===== config.mk =====
export PLATFORM = sky130hd
export DESIGN_NAME = dmem_loader
export DESIGN_NICKNAME = d
export VERILOG_FILES = /design/src/rtl/dmem_loader_pkg.sv /design/src/rtl/dmem_loader_byte_packer.sv /design/src/rtl/dmem_loader.sv
export SDC_FILE = /design/constraint.sdc
export NUM_CORES = 1
export LEC_CHECK = 0
export ABC_AREA = 1
export BUFFER_PORTS_ARGS = -buffer_cell sky130_fd_sc_hd__buf_4
export CAP_MARGIN = 20
export CORE_ASPECT_RATIO = 2
export CORE_MARGIN = 2
export CORE_UTILIZATION = 58
export DETAILED_ROUTE_END_ITERATION = 8
export HOLD_SLACK_MARGIN = 0.08
export PLACE_DENSITY = 0.92
export SYNTH_ARGS = -nofsm -noshare
export SYNTH_HDL_FRONTEND = slang
export SYNTH_SLANG_ARGS = --single-unit

===== constraint.sdc =====
create_clock -name clk -period 3.3 [get_ports clk]
set_clock_uncertainty 0.15 [all_clocks]
set_input_delay 0 -clock clk [delete_from_list [all_inputs] [get_ports clk]]
set_output_delay 0 -clock clk [all_outputs]
set_load 0.05 [all_outputs]

===== src/rtl/dmem_loader_pkg.sv =====
// Shared constants for the dmem loader: default widths and FSM state encoding.
package dmem_loader_pkg;
   localparam int DMEM_DATA_W = 32;
   localparam int DMEM_ADDR_W = 16;

   typedef enum logic [1:0] {
      ST_IDLE    = 2'd0,
      ST_COLLECT = 2'd1,
      ST_WRITE   = 2'd2,
      ST_DONE    = 2'd3
   } ld_state_e;
endpackage


===== src/rtl/dmem_loader_byte_packer.sv =====
// byte_packer: assembles an MSB-first byte stream into DATA_W-bit words.
// word_rdy strobes in the cycle the last byte of a word is accepted; word is
// the completed value including that byte.
module byte_packer
   import dmem_loader_pkg::*;
#(
   parameter int DATA_W = DMEM_DATA_W
) (
   input  logic              clk,
   input  logic              rst,
   input  logic              clr,
   input  logic              in_vld,
   input  logic [7:0]        in_byte,
   output logic              word_rdy,
   output logic [DATA_W-1:0] word
);
   localparam int NBYTES = DATA_W / 8;
   localparam int BCNT_W = $clog2(NBYTES + 1);

   logic [DATA_W-1:0] shreg_q, shreg_d;
   logic [BCNT_W-1:0] bcnt_q, bcnt_d;

   // Shifted value as it will look once the current byte lands.
   generate
      if (NBYTES == 1) begin : g_one
         assign word = in_byte;
      end else begin : g_multi
         assign word = {shreg_q[DATA_W-9:0], in_byte};
      end
   endgenerate

   assign word_rdy = in_vld && (bcnt_q == BCNT_W'(NBYTES - 1));

   // Next-state for shift register and byte counter; counter restarts per word.
   always_comb begin
      shreg_d = shreg_q;
      bcnt_d  = bcnt_q;
      if (clr) begin
         shreg_d = '0;
         bcnt_d  = '0;
      end else if (in_vld) begin
         shreg_d = word;
         bcnt_d  = word_rdy ? '0 : bcnt_q + 1'b1;
      end
   end

   // Packer state registers.
   always_ff @(posedge clk) begin
      if (rst) begin
         shreg_q <= '0;
         bcnt_q  <= '0;
      end else begin
         shreg_q <= shreg_d;
         bcnt_q  <= bcnt_d;
      end
   end
endmodule


===== src/rtl/dmem_loader.sv =====
// dmem_loader: streams bytes into consecutive dmem words from a base address.
// All outputs are registered. Optional running checksum of written words is
// enabled with the DMEM_LOADER_CHKSUM_EN macro; otherwise chksum is tied to 0.
module dmem_loader
   import dmem_loader_pkg::*;
#(
   parameter int DATA_W = DMEM_DATA_W,
   parameter int ADDR_W = DMEM_ADDR_W
) (
   input  logic              clk,
   input  logic              rst,
   input  logic              start,
   input  logic [ADDR_W-1:0] base_addr,
   input  logic [ADDR_W-1:0] word_cnt,
   input  logic [7:0]        in_data,
   input  logic              in_valid,
   output logic              in_ready,
   output logic [ADDR_W-1:0] dm_a,
   output logic [DATA_W-1:0] dm_wd,
   output logic              dm_we,
   output logic              busy,
   output logic              done,
   output logic [DATA_W-1:0] chksum
);
   ld_state_e         state_q, state_d;
   logic [ADDR_W-1:0] addr_q, addr_d, rem_q, rem_d;
   logic [ADDR_W-1:0] dm_a_q, dm_a_d;
   logic [DATA_W-1:0] dm_wd_q, dm_wd_d;
   logic              in_ready_q, in_ready_d;
   logic              dm_we_q, dm_we_d;
   logic              busy_q, busy_d;
   logic              done_q, done_d;
   logic              go, accept, word_rdy;
   logic [DATA_W-1:0] word;

   assign go     = (state_q == ST_IDLE) && start;
   // in_ready_q is high exactly while in COLLECT.
   assign accept = in_valid && in_ready_q;

   byte_packer #(.DATA_W(DATA_W)) u_pack (
      .clk      (clk),
      .rst      (rst),
      .clr      (go),
      .in_vld   (accept),
      .in_byte  (in_data),
      .word_rdy (word_rdy),
      .word     (word)
   );

   // State register.
   always_ff @(posedge clk) begin
      if (rst) state_q <= ST_IDLE;
      else     state_q <= state_d;
   end

   // Next-state logic; start outside IDLE is ignored.
   always_comb begin
      state_d = state_q;
      case (state_q)
         ST_IDLE:    if (start) state_d = (word_cnt == '0) ? ST_DONE : ST_COLLECT;
         ST_COLLECT: if (word_rdy) state_d = ST_WRITE;
         ST_WRITE:   state_d = (rem_q == ADDR_W'(1)) ? ST_DONE : ST_COLLECT;
         ST_DONE:    state_d = ST_IDLE;
         default:    state_d = ST_IDLE;
      endcase
   end

   // Output/datapath next values, registered so they align with the state.
   always_comb begin
      addr_d     = addr_q;
      rem_d      = rem_q;
      dm_a_d     = dm_a_q;
      dm_wd_d    = dm_wd_q;
      in_ready_d = (state_d == ST_COLLECT);
      dm_we_d    = (state_d == ST_WRITE);
      busy_d     = (state_d == ST_COLLECT) || (state_d == ST_WRITE);
      done_d     = (state_d == ST_DONE);
      if (go) begin
         addr_d = base_addr;
         rem_d  = word_cnt;
      end
      if (state_q == ST_WRITE) begin
         addr_d = addr_q + 1'b1;
         rem_d  = rem_q - 1'b1;
      end
      if (word_rdy) begin
         dm_a_d  = addr_q;
         dm_wd_d = word;
      end
   end

   // Output and datapath registers.
   always_ff @(posedge clk) begin
      if (rst) begin
         addr_q     <= '0;
         rem_q      <= '0;
         dm_a_q     <= '0;
         dm_wd_q    <= '0;
         in_ready_q <= 1'b0;
         dm_we_q    <= 1'b0;
         busy_q     <= 1'b0;
         done_q     <= 1'b0;
      end else begin
         addr_q     <= addr_d;
         rem_q      <= rem_d;
         dm_a_q     <= dm_a_d;
         dm_wd_q    <= dm_wd_d;
         in_ready_q <= in_ready_d;
         dm_we_q    <= dm_we_d;
         busy_q     <= busy_d;
         done_q     <= done_d;
      end
   end

`ifdef DMEM_LOADER_CHKSUM_EN
   logic [DATA_W-1:0] chk_q, chk_d;

   // Running sum of written words; cleared on start, held after DONE.
   always_comb begin
      chk_d = chk_q;
      if (go)                        chk_d = '0;
      else if (state_q == ST_WRITE)  chk_d = chk_q + dm_wd_q;
   end

   // Checksum register.
   always_ff @(posedge clk) begin
      if (rst) chk_q <= '0;
      else     chk_q <= chk_d;
   end

   assign chksum = chk_q;
`else
   assign chksum = '0;
`endif

   assign in_ready = in_ready_q;
   assign dm_a     = dm_a_q;
   assign dm_wd    = dm_wd_q;
   assign dm_we    = dm_we_q;
   assign busy     = busy_q;
   assign done     = done_q;
endmodule


# Word-level counts from Yosys, hierarchy flattened
# Index checks and enable logic that the tools add are counted.
# Widths: inputs -> output; s select.
[op_classes]
addsub = 3
n_mul = 0
n_div = 0
n_lt_le_gt_ge = 0
eq_ne = 8
shift = 0
mux = 10
bitwise = 0
n_reduce_logical = 8
[ops]
columns = ["op", "count"]
rows = [
  ["$mux 16", 4],
  ["$add 16x1->16 const B", 1],
  ["$eq 16x1->1 const B", 1],
  ["$logic_not 16->1", 1],
  ["$sub 16x1->16 const B", 1],
  ["$eq 2x2->1 const B", 4],
  ["$mux 2", 4],
  ["$pmux 2 s4", 1],
  ["$eq 2x1->1 const B", 2],
  ["$add 3x1->3 const B", 1],
  ["$eq 3x2->1 const B", 1],
  ["$logic_and 1x1->1", 3],
  ["$mux 3", 1],
  ["$logic_not 2->1", 1],
  ["$reduce_bool 2->1", 1],
  ["$reduce_or 2->1", 1],
  ["$logic_or 1x1->1", 1],
]
[totals]
regBits = 113
latch_bits = 0
ram_bits = 0
mem_bits_ro = 0
in_bits = 44
out_inout_bits = 84
mem_count = 0

# Depth between registers and ports, before layout
[depth]
word_depth = 6
mapped_depth = 12

# Hierarchy
# From an unflattened synthesis, not the netlist that was laid out.
[unflattened]
cells_unflattened = 767
hier_area_um2 = 5491.5
[modules_own_cells]
columns = ["module", "instances", "cells_each", "area_each_um2", "seq_area_each_um2"]
rows = [
  ["dmem_loader", 1, 637, 4393.0, 1721.7],
  ["byte_packer", 1, 130, 1098.6, 540.5],
]

# Worst setup path before layout
# Ideal clock, no wire load.
[synth_path]
path_type = "register to register"
start = "register in_ready_q (netlist: in_ready)"
end = "register busy_q (netlist: busy)"
setup_ps = 67
arrival_time_ps = 1730
t_required_ps = 3083
path_slack_ps = 1353
stages_incl_launch_ff = 10
synth_period_minus_slack_ps = 1947
cell_sequence = "dfxtp_1 -> nand2_2 -> nor2_2 -> buf_2 -> o21ai_0 -> o21ai_1 -> nand2_1 -> inv_1 -> ha_1 -> nor2_1"
[synth_between]
elab_chain_len = 6
word_cells_on_any_way = 7
cone_classes = "eq/ne (2); mux (2); reduce/logical (3)"
[synth_rtl]
columns = ["item", "line", "source"]
rows = [
  ["start, declared", "dmem_loader.sv:29", "logic in_ready_q, in_ready_d;"],
  ["start signal, assigned", "dmem_loader.sv:108", "in_ready_q <= in_ready_d;"],
  ["$logic_and 1x1->1 (*)", "dmem_loader.sv:38", "assign accept = in_valid && in_ready_q;"],
  ["$logic_and 1x1->1 (*)", "dmem_loader_byte_packer.sv:32", "assign word_rdy = in_vld && (bcnt_q == BCNT_W'(NBYTES - 1));"],
  ["$mux 2 (*)", "dmem_loader.sv:61", "ST_COLLECT: if (word_rdy) state_d = ST_WRITE;"],
  ["$pmux 2 s4 (*)", "dmem_loader.sv:59", "case (state_q)"],
  ["via state_d[1]", "dmem_loader.sv:25", "ld_state_e state_q, state_d;"],
  ["$eq 2x1->1 / $eq 2x2->1 (equally long branches)", "dmem_loader.sv:76", "busy_d = (state_d == ST_COLLECT) || (state_d == ST_WRITE);"],
  ["$logic_or 1x1->1 (*)", "dmem_loader.sv:76", ""],
  ["end signal, assigned", "dmem_loader.sv:110", "busy_q <= busy_d;"],
  ["end, declared", "dmem_loader.sv:31", "logic busy_q, busy_d;"],
]
# The timed path passes the listed nets; every way through them passes the cells marked *.
# A chain may end at the register's enable or synchronous reset.

# Worst setup path in the final report
[layout_path]
start = "input port rst"
end = "register u_pack.shreg_q[4]"
[layout_between]
elab_chain_len = 1
[layout_rtl]
columns = ["item", "line", "source"]
rows = [
  ["start, declared", "dmem_loader.sv:11", "input logic rst,"],
  ["$reduce_or 2->1 (no source line)", "-", ""],
  ["end signal, assigned", "dmem_loader_byte_packer.sv:53", "shreg_q <= shreg_d;"],
  ["end, declared", "dmem_loader_byte_packer.sv:20", "logic [DATA_W-1:0] shreg_q, shreg_d;"],
]
# No other way between the ends.

==> impl_metrics.py <==
metrics = {
    "synth": {
        "syn_avg_cell_area_um2": 6.93,
        "synthFlopType": "dfxtp_1",
        "netlist_top_cells_area": "dfxtp_1, nand2_1, a21oi_1",
        "synth-seq-cells": 113,
        "synth_seq_area_share_pct": 42.6,
        "synth_edf_count": 0,
        "synth_cell_types": 36,
        "synth_top_area_share_pct": 42.6,
        "synth_area_um2": 5310,
        "synth_top_area_cell": "dfxtp_1",
        "syn-instance-count": 767,
        "ys_top_cells_by_count": "nand2_1, dfxtp_1, nor2_1",
        "synth_warnings": 0,
        "synthArstFlopShare_pct": 0,
        "post-synth-top-count-cell": "nand2_1",
    },
    "critical_path": {
        "ff2ff_setup_slack_ns": 0.72,
        "r2r_cells": 8,
        "critPathLaunch": "rst",
        "crit_fanout": 51,
        "critPathKind": "input pin to flop",
        "cp.required_ns": 3.45,
        "worstReg2RegStart": "u_pack.bcnt_q[1]",
        "reg2reg_to": "dm_wd[5]",
        "crit_arrival_ns": 2.88,
        "crit_path_start_kind": "input pin",
        "cp-end-kind": "flop",
        "crit_end": "u_pack.shreg_q[4]",
    },
    "global_routing": {
        "grt-ovfl-total": 0,
        "grt.total_usage_pct": 32.2,
        "antenna_found_initial": 0,
        "grt_pass1_vias": 5534,
        "grt_max_degree": 52,
        "grt_pass1_wl_um": 25200,
    },
    "power": {
        "ir_drop_mv": 0.415,
        "p_leak_nw": 3.11,
        "p_per_area_nw_per_um2": 576,
    },
    "final_layout": {
        "diodes": 0,
        "fill_cells": 599,
        "fin_nets": 950,
        "syn2layout_area_growth_pct": 29.9,
        "fin_cells": 1012,
        "drive_above_1_share_pct": 15.6,
    },
    "clocking": {
        "cts.reportedPaths.clkPinSlew_ns": 0.05,
        "clkSinkCount": 113,
        "cts_root_buf": "clkbuf_16",
        "clk_path_buf_depth": 2,
        "clk_latency_ns": 0.42,
        "htreeDepth": 4,
        "cts_tree": "yes",
        "cts_inserted_buffers": 17,
    },
    "sta": {
        "setup_violations": 0,
        "fin_tns_setup_ns": 0,
        "max_freq_mhz": 365,
        "finalCritPeriodShare_pct": 82.9,
        "hold_ws_ns": 0.284,
        "tightest_slew_ns": 1.08,
        "slew_violations": 0,
        "period_minus_slack_ns": 2.74,
        "slew_headroom_pct": 28.1,
        "hold_viol": 0,
        "rsz0062_at_grt": "false",
    },
    "drt": {
        "drc": 0,
        "vias": 5636,
        "drtIter0Drc": 632,
        "wirelength_um": 15700,
        "antenna_left": 0,
        "wire_per_inst_um": 15.5,
        "vias_per_cell": 5.57,
        "drtPass1Iterations": 6,
    },
    "flow_run": {
        "drv_cap": 0,
    },
    "worst_hold_path": {
        "hold_class": "input pin to flop",
    },
    "placement": {
        "dpl.cell_count": 932,
        "place.port_buffers": 95,
        "globalplace.congestion": 0.930,
        "place_hpwl_um": 9500,
    },
    "floorplan": {
        "coreArea_um2": 8950,
        "row_count": 49,
        "die_w_um": 71.7,
        "initial_core_util_pct": 59.4,
        "io_pins": 128,
        "dieArea_um2": 9990,
        "die_y_um": 139,
    },
    "outcome": {
        "status": "complete, no violations",
    },
}
## what timing repair did
item,4_1_cts,5_1_grt
endpoints found under the hold margin,80,0
hold buffers,49,0
resized for setup,0,0
buffers inserted,0,0
## flip-flops by register name (all words and copies together), names as in the netlist
register	flops
u_pack.shreg_q	24
rem_q	16
dm_we	1
state_q	2
addr_q	16
in_ready	1
busy	1
done	1
dm_a	16
dm_wd	32
u_pack.bcnt_q	3
## final cells by class
| class | count | area [um^2] | share of cell area [%] |
|---|---|---|---|
| multi-input combinational | 556 | 2520 | 36.6 |
| sequential | 113 | 2260 | 32.8 |
| timing repair buffer | 148 | 1230 | 17.9 |
| clock buffer | 25 | 485 | 7.03 |
| inverter | 62 | 238 | 3.44 |
| tap | 102 | 128 | 1.85 |
| clock inverter | 6 | 32.5 | 0.471 |
## worst min-delay path by stage
stage / from / cells past startpoint / endpoint / slack (ns)
floorplan: word_cnt[1] / 2 / rem_q[1] / -0.003
global placement: in_data[2] / 3 / u_pack.shreg_q[2] / 0.13
detailed placement: in_data[7] / 3 / u_pack.shreg_q[7] / 0.13
CTS: in_data[7] / 4 / dm_wd[7] / 0.28
global route: in_data[4] / 4 / dm_wd[4] / 0.30
finish: in_data[7] / 4 / dm_wd[7] / 0.28
## report_power, final
part	switching, W	internal (W)
combinational	0.000570	0.000262
sequential	0.0000881	0.00145
clock	0.000604	0.00100
total	0.00126	0.00271
## per-stage QoR
| step | utilization, % | setup slack, ns | total power [W] | area (um^2) |
|---|---|---|---|---|
| floorplan | - | 1.35 | 0.00215 | 5430 |
| finish | 77.1 | 0.563 | 0.00397 | 6900 |
| global route | 77.1 | 0.396 | 0.00412 | 6900 |
| CTS | 77.1 | 0.722 | 0.00394 | 6900 |
| detailed placement | 65.9 | 1.09 | 0.00229 | 5890 |
| global placement | 65.9 | 1.14 | 0.00227 | 5890 |
## critical path, cell delays in order
cell,delay [ns]
dlygate4sd3_1,0.55
buf_4,0.48
inv_1,0.64
nand2_1,0.23
buf_4,0.29
a21oi_1,0.08
dlygate4sd3_1,0.57
## layout by cell type, fill, tap and decap left out, types with 3 or more instances in the layout
cell | netlist | layout
clkbuf_8 | 0 | 3
conb_1 | 1 | 32
a21oi_1 | 77 | 77
inv_1 | 58 | 58
dlygate4sd3_1 | 0 | 49
a31oi_1 | 3 | 3
clkinv_2 | 0 | 5
nand3b_1 | 3 | 3
o21ai_1 | 4 | 4
xor2_1 | 3 | 3
clkbuf_1 | 17 | 5
nor2_1 | 95 | 95
nand3_1 | 33 | 33
nor2_2 | 6 | 5
buf_4 | 34 | 99
nand2_1 | 222 | 222
nand4_1 | 6 | 6
dfxtp_1 | 113 | 113
nand2_2 | 4 | 4
ha_1 | 8 | 8
clkbuf_16 | 0 | 17
o21ai_0 | 41 | 41
o211ai_1 | 3 | 3
## logic make-up (layout without fill, tap and decap cells)
family / after synthesis / after routing / share of synthesized area (%)
other cells: 1 / 32 / 0.0706
flops: 113 / 113 / 42.6
fa+ha+maj: 8 / 8 / 1.88
simple gates: 375 / 375 / 28.9
buf+inv: 129 / 241 / 12.2
compound gates: 136 / 136 / 13.5
xor+xnor: 5 / 5 / 0.824
## per-layer routing
layer	routed length, um	GRT usage [%]	vias up
met1	5150	31.0	2548
met4	954	23.0	0
met5	0	0	-
met3	1130	7.60	89
li1	-	-	2648
met2	8490	57.6	351
Note: power is estimated with default switching activity, not from simulation.
